==> src/rtl/sme_pkg.sv <==
// Shared definitions for the string-matching engine: default geometry,
// controller state encoding and a constant log2 helper.
package sme_pkg;

  localparam int DEF_NUM_PE = 4;
  localparam int DEF_STR_AW = 8;
  localparam int DEF_PAT_AW = 5;

  typedef enum logic [2:0] {
    ST_IDLE   = 3'd0,
    ST_CALC   = 3'd1,
    ST_LAUNCH = 3'd2,
    ST_WAIT   = 3'd3,
    ST_REDUCE = 3'd4,
    ST_RESP   = 3'd5
  } state_e;

  // Smallest r with 2**r >= value; usable in parameter expressions.
  function automatic int log2c(input int value);
    int r;
    r = 0;
    while ((1 << r) < value) r++;
    return r;
  endfunction

endpackage

==> src/rtl/min_idx_tree.sv <==
// Combinational pairwise argmin over N (valid, index) entries; returns the
// smallest valid index and its entry id, lower id winning ties.
module min_idx_tree #(
  parameter int N  = 4,
  parameter int IW = 8
) (
  input  logic [N-1:0]           valid_i,
  input  logic [N*IW-1:0]        idx_i,
  output logic                   valid_o,
  output logic [IW-1:0]          idx_o,
  output logic [$clog2(N)-1:0]   id_o
);

  localparam int IDW = $clog2(N);

  typedef struct packed {
    logic           v;
    logic [IW-1:0]  idx;
    logic [IDW-1:0] id;
  } node_t;

  // Left operand always carries the lower ids, so preferring it on equality
  // gives the lower-id tie-break.
  function automatic node_t pick(input node_t a, input node_t b);
    if (a.v && (!b.v || (a.idx <= b.idx))) return a;
    return b;
  endfunction

  // Heap layout: leaves at N-1..2N-2, node i combines 2i+1 and 2i+2.
  function automatic node_t reduce_tree(input logic [N-1:0] v,
                                        input logic [N*IW-1:0] ix);
    node_t nd [2*N-1];
    for (int j = 0; j < N; j++) begin
      nd[N-1+j].v   = v[j];
      nd[N-1+j].idx = ix[j*IW +: IW];
      nd[N-1+j].id  = IDW'(j);
    end
    for (int i = N-2; i >= 0; i--) begin
      nd[i] = pick(nd[2*i+1], nd[2*i+2]);
    end
    return nd[0];
  endfunction

  node_t root;

  always_comb begin
    root    = reduce_tree(valid_i, idx_i);
    valid_o = root.v;
    idx_o   = root.idx;
    id_o    = root.id;
  end

endmodule

==> src/rtl/kmp_dispatch_ctrl.sv <==
// Job controller for the parallel matcher: partitions the string over the PE
// array, launches it, gathers per-PE results and returns the earliest match.
//
// state     | meaning
// ----------+-----------------------------------------------------------
// ST_IDLE   | ready for a job; lengths latched on accept
// ST_CALC   | segment bounds and PE mask computed and registered
// ST_LAUNCH | pe_start pulse high
// ST_WAIT   | collecting pe_done / pe_match from enabled PEs
// ST_REDUCE | argmin of captured matches registered into the result
// ST_RESP   | result held until res_ready
module kmp_dispatch_ctrl
  import sme_pkg::*;
#(
  parameter int NUM_PE = DEF_NUM_PE,
  parameter int STR_AW = DEF_STR_AW,
  parameter int PAT_AW = DEF_PAT_AW
) (
  input  logic                       clk_i,
  input  logic                       rst_ni,
  input  logic                       job_valid_i,
  output logic                       job_ready_o,
  input  logic [STR_AW-1:0]          str_last_idx_i,
  input  logic [PAT_AW-1:0]          pat_last_idx_i,
  input  logic                       abort_i,
  output logic                       pe_start_o,
  output logic [NUM_PE-1:0]          pe_en_o,
  output logic [NUM_PE*STR_AW-1:0]   start_idx_o,
  output logic [NUM_PE*STR_AW-1:0]   end_idx_o,
  input  logic [NUM_PE-1:0]          pe_done_i,
  input  logic [NUM_PE-1:0]          pe_match_i,
  input  logic [NUM_PE*STR_AW-1:0]   pe_match_idx_i,
  output logic                       res_valid_o,
  input  logic                       res_ready_i,
  output logic                       res_match_o,
  output logic [STR_AW-1:0]          res_match_idx_o,
  output logic [$clog2(NUM_PE)-1:0]  res_pe_o
);

  localparam int LOG2_PE = log2c(NUM_PE);
  localparam int IDW     = $clog2(NUM_PE);
  localparam int W       = STR_AW + 1;

  state_e state_q, state_d;

  logic [STR_AW-1:0]        str_q;
  logic [PAT_AW-1:0]        pat_q;
  logic [NUM_PE-1:0]        pe_en_q, pe_en_d;
  logic [NUM_PE*STR_AW-1:0] start_q, start_d;
  logic [NUM_PE*STR_AW-1:0] end_q, end_d;
  logic                     pe_start_q;
  logic [NUM_PE-1:0]        done_q;
  logic [NUM_PE-1:0]        match_q;
  logic [NUM_PE*STR_AW-1:0] midx_q;
  logic                     res_valid_q;
  logic                     res_match_q;
  logic [STR_AW-1:0]        res_idx_q;
  logic [IDW-1:0]           res_pe_q;

  logic              too_long;
  logic              abort_act;
  logic              all_done;
  logic [NUM_PE-1:0] done_now;
  logic [NUM_PE-1:0] cand_valid;
  logic              tree_v;
  logic [STR_AW-1:0] tree_idx;
  logic [IDW-1:0]    tree_id;

  logic [W-1:0] str_w, len_w, np_w, pat_w, s_w, e_w;

  assign too_long  = STR_AW'(pat_q) > str_q;
  assign abort_act = abort_i && (state_q != ST_IDLE);
  assign done_now  = done_q | (pe_done_i & pe_en_q);
  assign all_done  = (done_now & pe_en_q) == pe_en_q;

  // Widened by one bit so L = str_last_idx+1 and overlapped ends cannot wrap.
  always_comb begin
    str_w   = {1'b0, str_q};
    len_w   = str_w + W'(1);
    np_w    = len_w >> LOG2_PE;
    pat_w   = W'(pat_q);
    s_w     = '0;
    e_w     = '0;
    pe_en_d = '0;
    start_d = '0;
    end_d   = '0;
    if (!too_long) begin
      if (np_w == '0) begin
        pe_en_d                = NUM_PE'(1);
        end_d[STR_AW-1:0]      = str_q;
      end else begin
        pe_en_d = '1;
        for (int k = 0; k < NUM_PE; k++) begin
          s_w = W'(k) * np_w;
          e_w = W'(k + 1) * np_w - W'(1) + pat_w;
          if ((k == NUM_PE - 1) || (e_w > str_w)) e_w = str_w;
          start_d[k*STR_AW +: STR_AW] = s_w[STR_AW-1:0];
          end_d[k*STR_AW +: STR_AW]   = e_w[STR_AW-1:0];
        end
      end
    end
  end

  always_comb begin
    state_d = state_q;
    case (state_q)
      ST_IDLE:   if (job_valid_i) state_d = ST_CALC;
      ST_CALC:   state_d = too_long ? ST_REDUCE : ST_LAUNCH;
      ST_LAUNCH: state_d = ST_WAIT;
      ST_WAIT:   if (all_done) state_d = ST_REDUCE;
      ST_REDUCE: state_d = ST_RESP;
      ST_RESP:   if (res_ready_i) state_d = ST_IDLE;
      default:   state_d = ST_IDLE;
    endcase
    if (abort_act) state_d = ST_IDLE;
  end

  always_ff @(posedge clk_i or negedge rst_ni) begin
    if (!rst_ni) state_q <= ST_IDLE;
    else         state_q <= state_d;
  end

  assign cand_valid = done_q & match_q & pe_en_q;

  min_idx_tree #(
    .N  (NUM_PE),
    .IW (STR_AW)
  ) u_min_idx_tree (
    .valid_i (cand_valid),
    .idx_i   (midx_q),
    .valid_o (tree_v),
    .idx_o   (tree_idx),
    .id_o    (tree_id)
  );

  always_ff @(posedge clk_i or negedge rst_ni) begin
    if (!rst_ni) begin
      str_q       <= '0;
      pat_q       <= '0;
      pe_en_q     <= '0;
      start_q     <= '0;
      end_q       <= '0;
      pe_start_q  <= 1'b0;
      done_q      <= '0;
      match_q     <= '0;
      midx_q      <= '0;
      res_valid_q <= 1'b0;
      res_match_q <= 1'b0;
      res_idx_q   <= '0;
      res_pe_q    <= '0;
    end else begin
      pe_start_q <= (state_q == ST_CALC) && !too_long && !abort_i;
      if (abort_act) begin
        pe_en_q     <= '0;
        start_q     <= '0;
        end_q       <= '0;
        done_q      <= '0;
        match_q     <= '0;
        res_valid_q <= 1'b0;
        res_match_q <= 1'b0;
        res_idx_q   <= '0;
        res_pe_q    <= '0;
      end else begin
        case (state_q)
          ST_IDLE: begin
            if (job_valid_i) begin
              str_q   <= str_last_idx_i;
              pat_q   <= pat_last_idx_i;
              done_q  <= '0;
              match_q <= '0;
            end
          end
          ST_CALC: begin
            pe_en_q <= pe_en_d;
            start_q <= start_d;
            end_q   <= end_d;
          end
          ST_WAIT: begin
            for (int k = 0; k < NUM_PE; k++) begin
              if (pe_done_i[k] && pe_en_q[k]) begin
                done_q[k]                  <= 1'b1;
                match_q[k]                 <= pe_match_i[k];
                midx_q[k*STR_AW +: STR_AW] <= pe_match_idx_i[k*STR_AW +: STR_AW];
              end
            end
          end
          ST_REDUCE: begin
            res_valid_q <= 1'b1;
            res_match_q <= tree_v;
            res_idx_q   <= tree_v ? tree_idx : '0;
            res_pe_q    <= tree_v ? tree_id : '0;
          end
          ST_RESP: begin
            if (res_ready_i) res_valid_q <= 1'b0;
          end
          default: ;
        endcase
      end
    end
  end

  assign job_ready_o     = (state_q == ST_IDLE);
  assign pe_start_o      = pe_start_q;
  assign pe_en_o         = pe_en_q;
  assign start_idx_o     = start_q;
  assign end_idx_o       = end_q;
  assign res_valid_o     = res_valid_q;
  assign res_match_o     = res_match_q;
  assign res_match_idx_o = res_idx_q;
  assign res_pe_o        = res_pe_q;

endmodule

==> config.mk <==
export PLATFORM = sky130hd
export DESIGN_NAME = kmp_dispatch_ctrl
export DESIGN_NICKNAME = d
export VERILOG_FILES = /design/src/rtl/sme_pkg.sv /design/src/rtl/min_idx_tree.sv /design/src/rtl/kmp_dispatch_ctrl.sv
export SDC_FILE = /design/constraint.sdc
export NUM_CORES = 1
export LEC_CHECK = 0
export ABC_AREA = 1
export BUFFER_PORTS_ARGS = -buffer_cell sky130_fd_sc_hd__buf_2
export CORE_UTILIZATION = 55
export CTS_CLUSTER_SIZE = 20
export DETAILED_ROUTE_END_ITERATION = 6
export GPL_TIMING_DRIVEN = 0
export HOLD_SLACK_MARGIN = 0.1
export PLACE_DENSITY = 0.78
export SLEW_MARGIN = 20
export SYNTH_ARGS = -nofsm -noshare
export SYNTH_HDL_FRONTEND = slang
export SYNTH_HIERARCHICAL = 1
export SYNTH_SLANG_ARGS = --single-unit
==> constraint.sdc <==
create_clock -name clk_i -period 6 [get_ports clk_i]
set_clock_uncertainty 0.1 [all_clocks]
set_input_delay 0.3 -clock clk_i [delete_from_list [all_inputs] [get_ports clk_i]]
set_output_delay 0.3 -clock clk_i [all_outputs]
set_load 0.03 [all_outputs]
==> summary.txt, run 1 <==
CTS
  – Total CTS buffers: 17
  – Gates resized, CTS repair: 0
  – CTS tree: done
  – Clk root buf: clkbuf_16
  – Post-CTS repair timing setup buffer count: 0
  – CTS sink cnt: 117
  – Worst skew pair latency: 0.43 ns
  – CTS max path bufs: 2
  – Reg clk slew, reported paths: 0.06 ns
  – Htree depth: 4

Floorplanning
  – Die width: 127 um
  – Die ar.: 16000 um2
  – # rows: 45
  – Core ar.: 15200 um2
  – Io pins: 140
  – Starting Density: 0.562
  – Die Y: 127 um

Synthesis
  – Post-synth EDFFs: 0
  – Syn. warnings: 6
  – Post-synthesis register bit count: 117
  – Most used flip-flop cell after synthesis: dfrtp_1
  – Asr flop ratio synth: 1.00
  – Synth unique cells: 57
  – Post-Syn Instances: 1057
  – Register area share after synthesis: 0.343
  – Syn_area_per_cell: 8.09 um2
  – Synthesized area: 8550 um2

Cells and area
  – Nets: 1419
  – Most frequent cells in the layout: 215 x nand2_1, 161 x inv_1, 134 x buf_2
  – Fill cell count: 1260
  – Area delta synth->final: 23.9%
  – Layout cells sized above 1: 0.241
  – Antenna diodes: 0
  – Commonest non-fill, non-tap cell in the layout: nand2_1

Setup path
  – CP peak stage delay: 0.55 ns
  – Worst path required time: 6.26 ns
  – Reg2reg start: str_q[3]$_DFFE_PN0P_
  – Buffers and inverters on the worst path: 4
  – Worst r2r path cells: 26
  – Crit path top cell by count: nand2_1
  – Worst reg2reg path endpoint: end_idx_o[19]$_DFFE_PN0P_
  – CP Launch Type: flop
  – CP Max Fanout: 11
  – Register-to-register setup slack: 0.48 ns
  – Critical path's top delay family: adder cells
  – CP max stage cell: o21ai_1
  – Data arrival time of the critical path: 5.78 ns
  – WS Path Type: flop to flop
  – CP Capture Type: flop

Timing
  – Final hold slack: 0.116 ns
  – Fin crit share: 0.920
  – Final setup viols: 0
  – Max-slew violations: 0
  – Measured slew at the worst slew-check pin: 0.740 ns
  – RSZ-0062 raised after global routing: false
  – Minimum clock period after layout: 5.52 ns
  – Fmax: 181 MHz
  – Final Hold Fails: 0
  – Setup TNS: 0 ns
  – Slew HR: 0.502

Place
  – Number of port buffers: 129
  – Detailed placement HPWL: 16100 um
  – Gpl congestion: 0.960

Min path
  – Hold path depth: 3
  – Min-delay src: job_valid_i
  – Worst Hold Path EP: state_q[0]$_DFFE_PN0P_
  – Worst min-delay path class: primary input to flop

Outcome
  – Status: completed

Detailed routing
  – Via count: 7748
  – Antenna Nets Post-Route: 0
  – DRC Markers: 0
  – Avg WL per Cell: 15.4 um
  – Drt first pass iters: 5
  – First DRT Iteration DRCs: 505
  – Routed WL: 22600 um
  – Vias per Instance: 5.28

Global routing
  – Largest net degree at the start of global routing: 61
  – Number of global-route vias before repair: 7752
  – Initial antenna violation count: 0
  – Remaining Overflow, GRT: 0
  – GRT Overall Usage: 0.297
  – First-pass GRT wire length: 36900 um

Job
  – Max-Cap Viols: 0
worst register-to-register path: stages, from the launching register on:
cell	delay [ns]
dfrtp_1	0.36
clkinv_1	0.41
nand2_1	0.30
nand2_1	0.22
ha_1	0.38
ha_1	0.22
a21o_1	0.21
xnor2_1	0.30
ha_1	0.29
inv_1	0.06
ha_1	0.27
a21oi_1	0.16
nand2_1	0.11
a21oi_1	0.14
o21ai_0	0.10
xor2_1	0.20
inv_1	0.07
ha_1	0.29
nand2_1	0.07
inv_1	0.04
o21ai_0	0.06
a21boi_0	0.10
o21ai_1	0.55
nand3_4	0.19
nand2_1	0.10
nand3_1	0.08
nand2_1	0.07
worst max-delay path by stage:
| stage | startpoint | to | slack [ns] | cells past startpoint |
|---|---|---|---|---|
| CTS | str_q[3]$_DFFE_PN0P_ | end_idx_o[17]$_DFFE_PN0P_ | 0.56 | 26 |
| finish | str_q[3]$_DFFE_PN0P_ | end_idx_o[19]$_DFFE_PN0P_ | 0.48 | 26 |
| global route | str_q[3]$_DFFE_PN0P_ | end_idx_o[19]$_DFFE_PN0P_ | 0.09 | 24 |
| global placement | str_q[3]$_DFFE_PN0P_ | end_idx_o[17]$_DFFE_PN0P_ | 0.73 | 26 |
| floorplan | str_q[0]$_DFFE_PN0P_ | end_idx_o[19]$_DFFE_PN0P_ | 1.55 | 27 |
| detailed placement | str_q[3]$_DFFE_PN0P_ | end_idx_o[17]$_DFFE_PN0P_ | 0.62 | 26 |
cells in the mapped netlist, drive strengths merged (3+ instances only):
cell,n,area share
a21boi,3,0.0035
a21o,4,0.0035
a21oi,52,0.033
a31oi,3,0.0040
and2,9,0.0066
buf,28,0.024
clkbuf,8,0.0035
dfrtp,117,0.34
fa,3,0.0070
ha,91,0.13
inv,174,0.077
mux2,32,0.042
nand2,262,0.14
nand3,92,0.059
nand4,8,0.0066
nor2,47,0.028
nor3,13,0.0082
o211ai,9,0.0079
o21ai,53,0.032
o22ai,10,0.0073
or2,4,0.0029
xnor2,6,0.0061
xor2,14,0.014
routing by layer:
metal,GRT usage,wire (um),up-vias
met5,0,0,-
met4,0.144,952,0
met3,0.0641,1240,59
met2,0.543,11500,273
met1,0.327,8900,3586
li1,-,-,3830
flip-flops by register name, summed over array words and instances (netlist names):
| register | cells |
|---|---|
| end_idx_o | 32 |
| midx_q | 32 |
| start_idx_o | 14 |
| res_match_idx_o | 8 |
| str_q | 8 |
| pat_q | 5 |
| done_q | 4 |
| match_q | 4 |
| state_q | 3 |
| pe_en_o | 2 |
| res_pe_o | 2 |
| pe_start_o | 1 |
| res_match_o | 1 |
| res_valid_o | 1 |
layout make-up:
type                    instances  area [um2]  share of cell area
plain buffers                  36         233              0.0220
clock inverters                12         105             0.00993
well taps                     188         235              0.0222
repair buffers                182        1200               0.113
multi-input cells             738        4760               0.450
flip-flops and latches        117        2930               0.276
clock buffers                  20         467              0.0441
inverters                     175         659              0.0623
logic make-up (layout without fill, tap and decap cells):
logic type	Yosys count	count (layout)	synth area share
xor gates and xnor gates	20	20	0.0205
and+or+nand+nor	438	438	0.249
AOI/OAI and AO/OA	144	144	0.101
other	1	10	0.000439
buffers and inverters	211	425	0.104
DFF	117	117	0.343
adders and majority gates	94	94	0.140
muxes	32	32	0.0422
metrics by stage:
step	setup WS (ns)	area, um2	util	cells
final	0.482	10600	0.697	1468
after global routing	0.0909	10600	0.697	1468
after detailed placement	0.619	9500	0.625	1384
after global placement	0.732	9460	0.622	1383
after floorplan	1.55	8580	-	1066
after CTS	0.565	10600	0.697	1468
what timing repair did:
item                                    in CTS  in global routing
hold endpoints to repair                   108                  0
hold buffers                                52                  0
endpoints found under the setup margin       0                  0
Power of run 1 is left out: the tool's default activity adds up to more than one toggle a clock period on the data nets, which glitch-free logic cannot reach.
==> run 2, diff against run 1 <==
--- a/config.mk
+++ b/config.mk
@@ -7,12 +7,14 @@
 export LEC_CHECK = 0
 export ABC_AREA = 1
 export BUFFER_PORTS_ARGS = -buffer_cell sky130_fd_sc_hd__buf_2
-export CORE_UTILIZATION = 55
+export CELL_PAD_IN_SITES_DETAIL_PLACEMENT = 0
+export CELL_PAD_IN_SITES_GLOBAL_PLACEMENT = 2
+export CORE_UTILIZATION = 34
 export CTS_CLUSTER_SIZE = 20
 export DETAILED_ROUTE_END_ITERATION = 6
 export GPL_TIMING_DRIVEN = 0
 export HOLD_SLACK_MARGIN = 0.1
-export PLACE_DENSITY = 0.78
+export PLACE_DENSITY_LB_ADDON = 0.1
 export SLEW_MARGIN = 20
 export SYNTH_ARGS = -nofsm -noshare
 export SYNTH_HDL_FRONTEND = slang
==> run 2 against run 1 <==
- core utilization shrank 26 points
- sequential cell count unchanged
- final cell count increased by 9.3%
- die area increased by 61%
- first-iteration DRC count fell by 44%
- register-to-register slack gained 0.15 ns
- global-route usage is 9.5 points lower
- critical endpoint is now end_idx_o[18]$_DFFE_PN0P_
- highest routed layer unchanged
==> summary.txt, run 2 (synthesis results as in run 1) <==
CTS
  – Worst skew pair latency: 0.43 ns
  – CTS max path bufs: 2
  – Clk root buf: clkbuf_16
  – Reg clk slew, reported paths: 0.06 ns
  – Htree depth: 4
  – CTS sink cnt: 117
  – CTS tree: done
  – Total CTS buffers: 17
  – Post-CTS repair timing setup buffer count: 0

Place
  – Gpl congestion: 0.850
  – Detailed placement HPWL: 19100 um
  – Placed Area: 9670 um2
  – Worst slack, placed: 0.415 ns
  – Number of port buffers: 129

Cells and area
  – Layout cells sized above 1: 0.241
  – Commonest non-fill, non-tap cell in the layout: nand2_1
  – Antenna diodes: 0
  – Fill cell count: 2528
  – Area delta synth->final: 26.0%
  – Design Area, Final: 10800 um2
  – Most frequent cells in the layout: 215 x nand2_1, 161 x inv_1, 134 x buf_2
  – Nets: 1420

Floorplanning
  – Core ar.: 24500 um2
  – Die Y: 161 um
  – Starting Density: 0.349
  – Io pins: 140
  – Die ar.: 25800 um2
  – Die width: 161 um
  – # rows: 57

Global routing
  – Initial antenna violation count: 0
  – Largest net degree at the start of global routing: 65
  – Remaining Overflow, GRT: 0
  – First-pass GRT wire length: 40100 um
  – Number of global-route vias before repair: 7650
  – GRT Overall Usage: 0.202

Timing
  – Minimum clock period after layout: 5.36 ns
  – Measured slew at the worst slew-check pin: 0.816 ns
  – Fmax: 186 MHz
  – Final setup viols: 0
  – Final hold slack: 0.185 ns
  – Post-route setup slack: 0.636 ns
  – Max-slew violations: 0
  – Fin crit share: 0.894
  – Slew HR: 0.450
  – Setup TNS: 0 ns
  – Final Hold Fails: 0
  – RSZ-0062 raised after global routing: false

Outcome
  – Status: completed

Setup path
  – Data arrival time of the critical path: 5.62 ns
  – Reg2reg start: str_q[3]$_DFFE_PN0P_
  – CP Max Fanout: 11
  – CP Capture Type: flop
  – WS Path Type: flop to flop
  – CP Launch Type: flop
  – Worst path required time: 6.26 ns
  – Critical path origin: str_q[3]$_DFFE_PN0P_

Min path
  – Min-delay src: pe_done_i[2]
  – Worst min-delay path class: primary input to flop

Detailed routing
  – Routed WL: 24400 um
  – Avg WL per Cell: 15.2 um
  – First DRT Iteration DRCs: 284
  – Antenna Nets Post-Route: 0
  – Drt first pass iters: 5
  – Vias per Instance: 4.65
  – Via count: 7466
  – DRC Markers: 0

Job
  – Max-Cap Viols: 0
==> run 2: cell types whose count changed in the layout (fill, tap and decap cells not counted) <==
cell	delta
dlygate4sd3_1	+1
clkinv_2	-3
o21ai_2	+1
clkinv_4	-1
o21ai_1	-1
inv_6	+6
inv_8	+1
clkbuf_8	-3
==> run 2: timing repair <==
action / 4_1_cts / 5_1_grt
gates resized for setup: 0 / 1
endpoints found under the hold margin: 115 / 0
setup endpoints to repair: 0 / 8
hold buffers: 53 / 0
==> run 2: final timing paths <==
path | endpoint | cells after the start | slack [ns]
max | end_idx_o[18]$_DFFE_PN0P_ | 26 | 0.64
min | match_q[2]$_DFFE_PN0P_ | 5 | 0.18
max reg2reg | end_idx_o[18]$_DFFE_PN0P_ | 26 | 0.64
min reg2reg | end_idx_o[0]$_DFFE_PN0P_ | 2 | 0.38
max in group asynchronous | end_idx_o[23]$_DFFE_PN0P_ | 3 | 4.74
min in group asynchronous | midx_q[30]$_DFFE_PN0P_ | 2 | 0.34
==> run 2: final cells by class <==
type	instances	area [um2]	share of cell area
plain buffers	36	233	0.0216
clock buffers	17	425	0.0395
clock inverters	15	145	0.0135
inverters	175	659	0.0612
multi-input cells	738	4770	0.442
flip-flops and latches	117	2930	0.272
well taps	324	405	0.0376
repair buffers	183	1210	0.112
==> run 2: critical path, cell delays in order, from the launching register on <==
cell	delay [ns]
dfrtp_1	0.36
clkinv_1	0.41
nand2_1	0.30
nand2_1	0.21
ha_1	0.37
ha_1	0.20
a21o_1	0.20
xnor2_1	0.29
ha_1	0.29
inv_1	0.06
ha_1	0.27
a21oi_1	0.16
nand2_1	0.13
a21oi_1	0.14
o21ai_0	0.10
xor2_1	0.20
inv_1	0.06
ha_1	0.29
nand2_1	0.07
inv_1	0.05
o21ai_0	0.07
a21boi_0	0.12
o21ai_2	0.41
nand3_4	0.18
nand2_1	0.09
nand3_1	0.09
nand2_1	0.07
==> run 2: per-stage QoR <==
stage | std cells | utilization
after global placement | 1519 | 0.394
after floorplan | 1066 | -
after detailed placement | 1520 | 0.395
after CTS | 1605 | 0.440
after global routing | 1605 | 0.440
final | 1605 | 0.440
==> run 2: metal layers <==
layer	vias up	track usage	routed length, um
li1	3840	-	-
met1	3511	0.243	10600
met2	103	0.372	12900
met3	12	0.0284	617
met4	0	0.0589	322
met5	-	0	0
Power of run 2 is left out for the same reason.
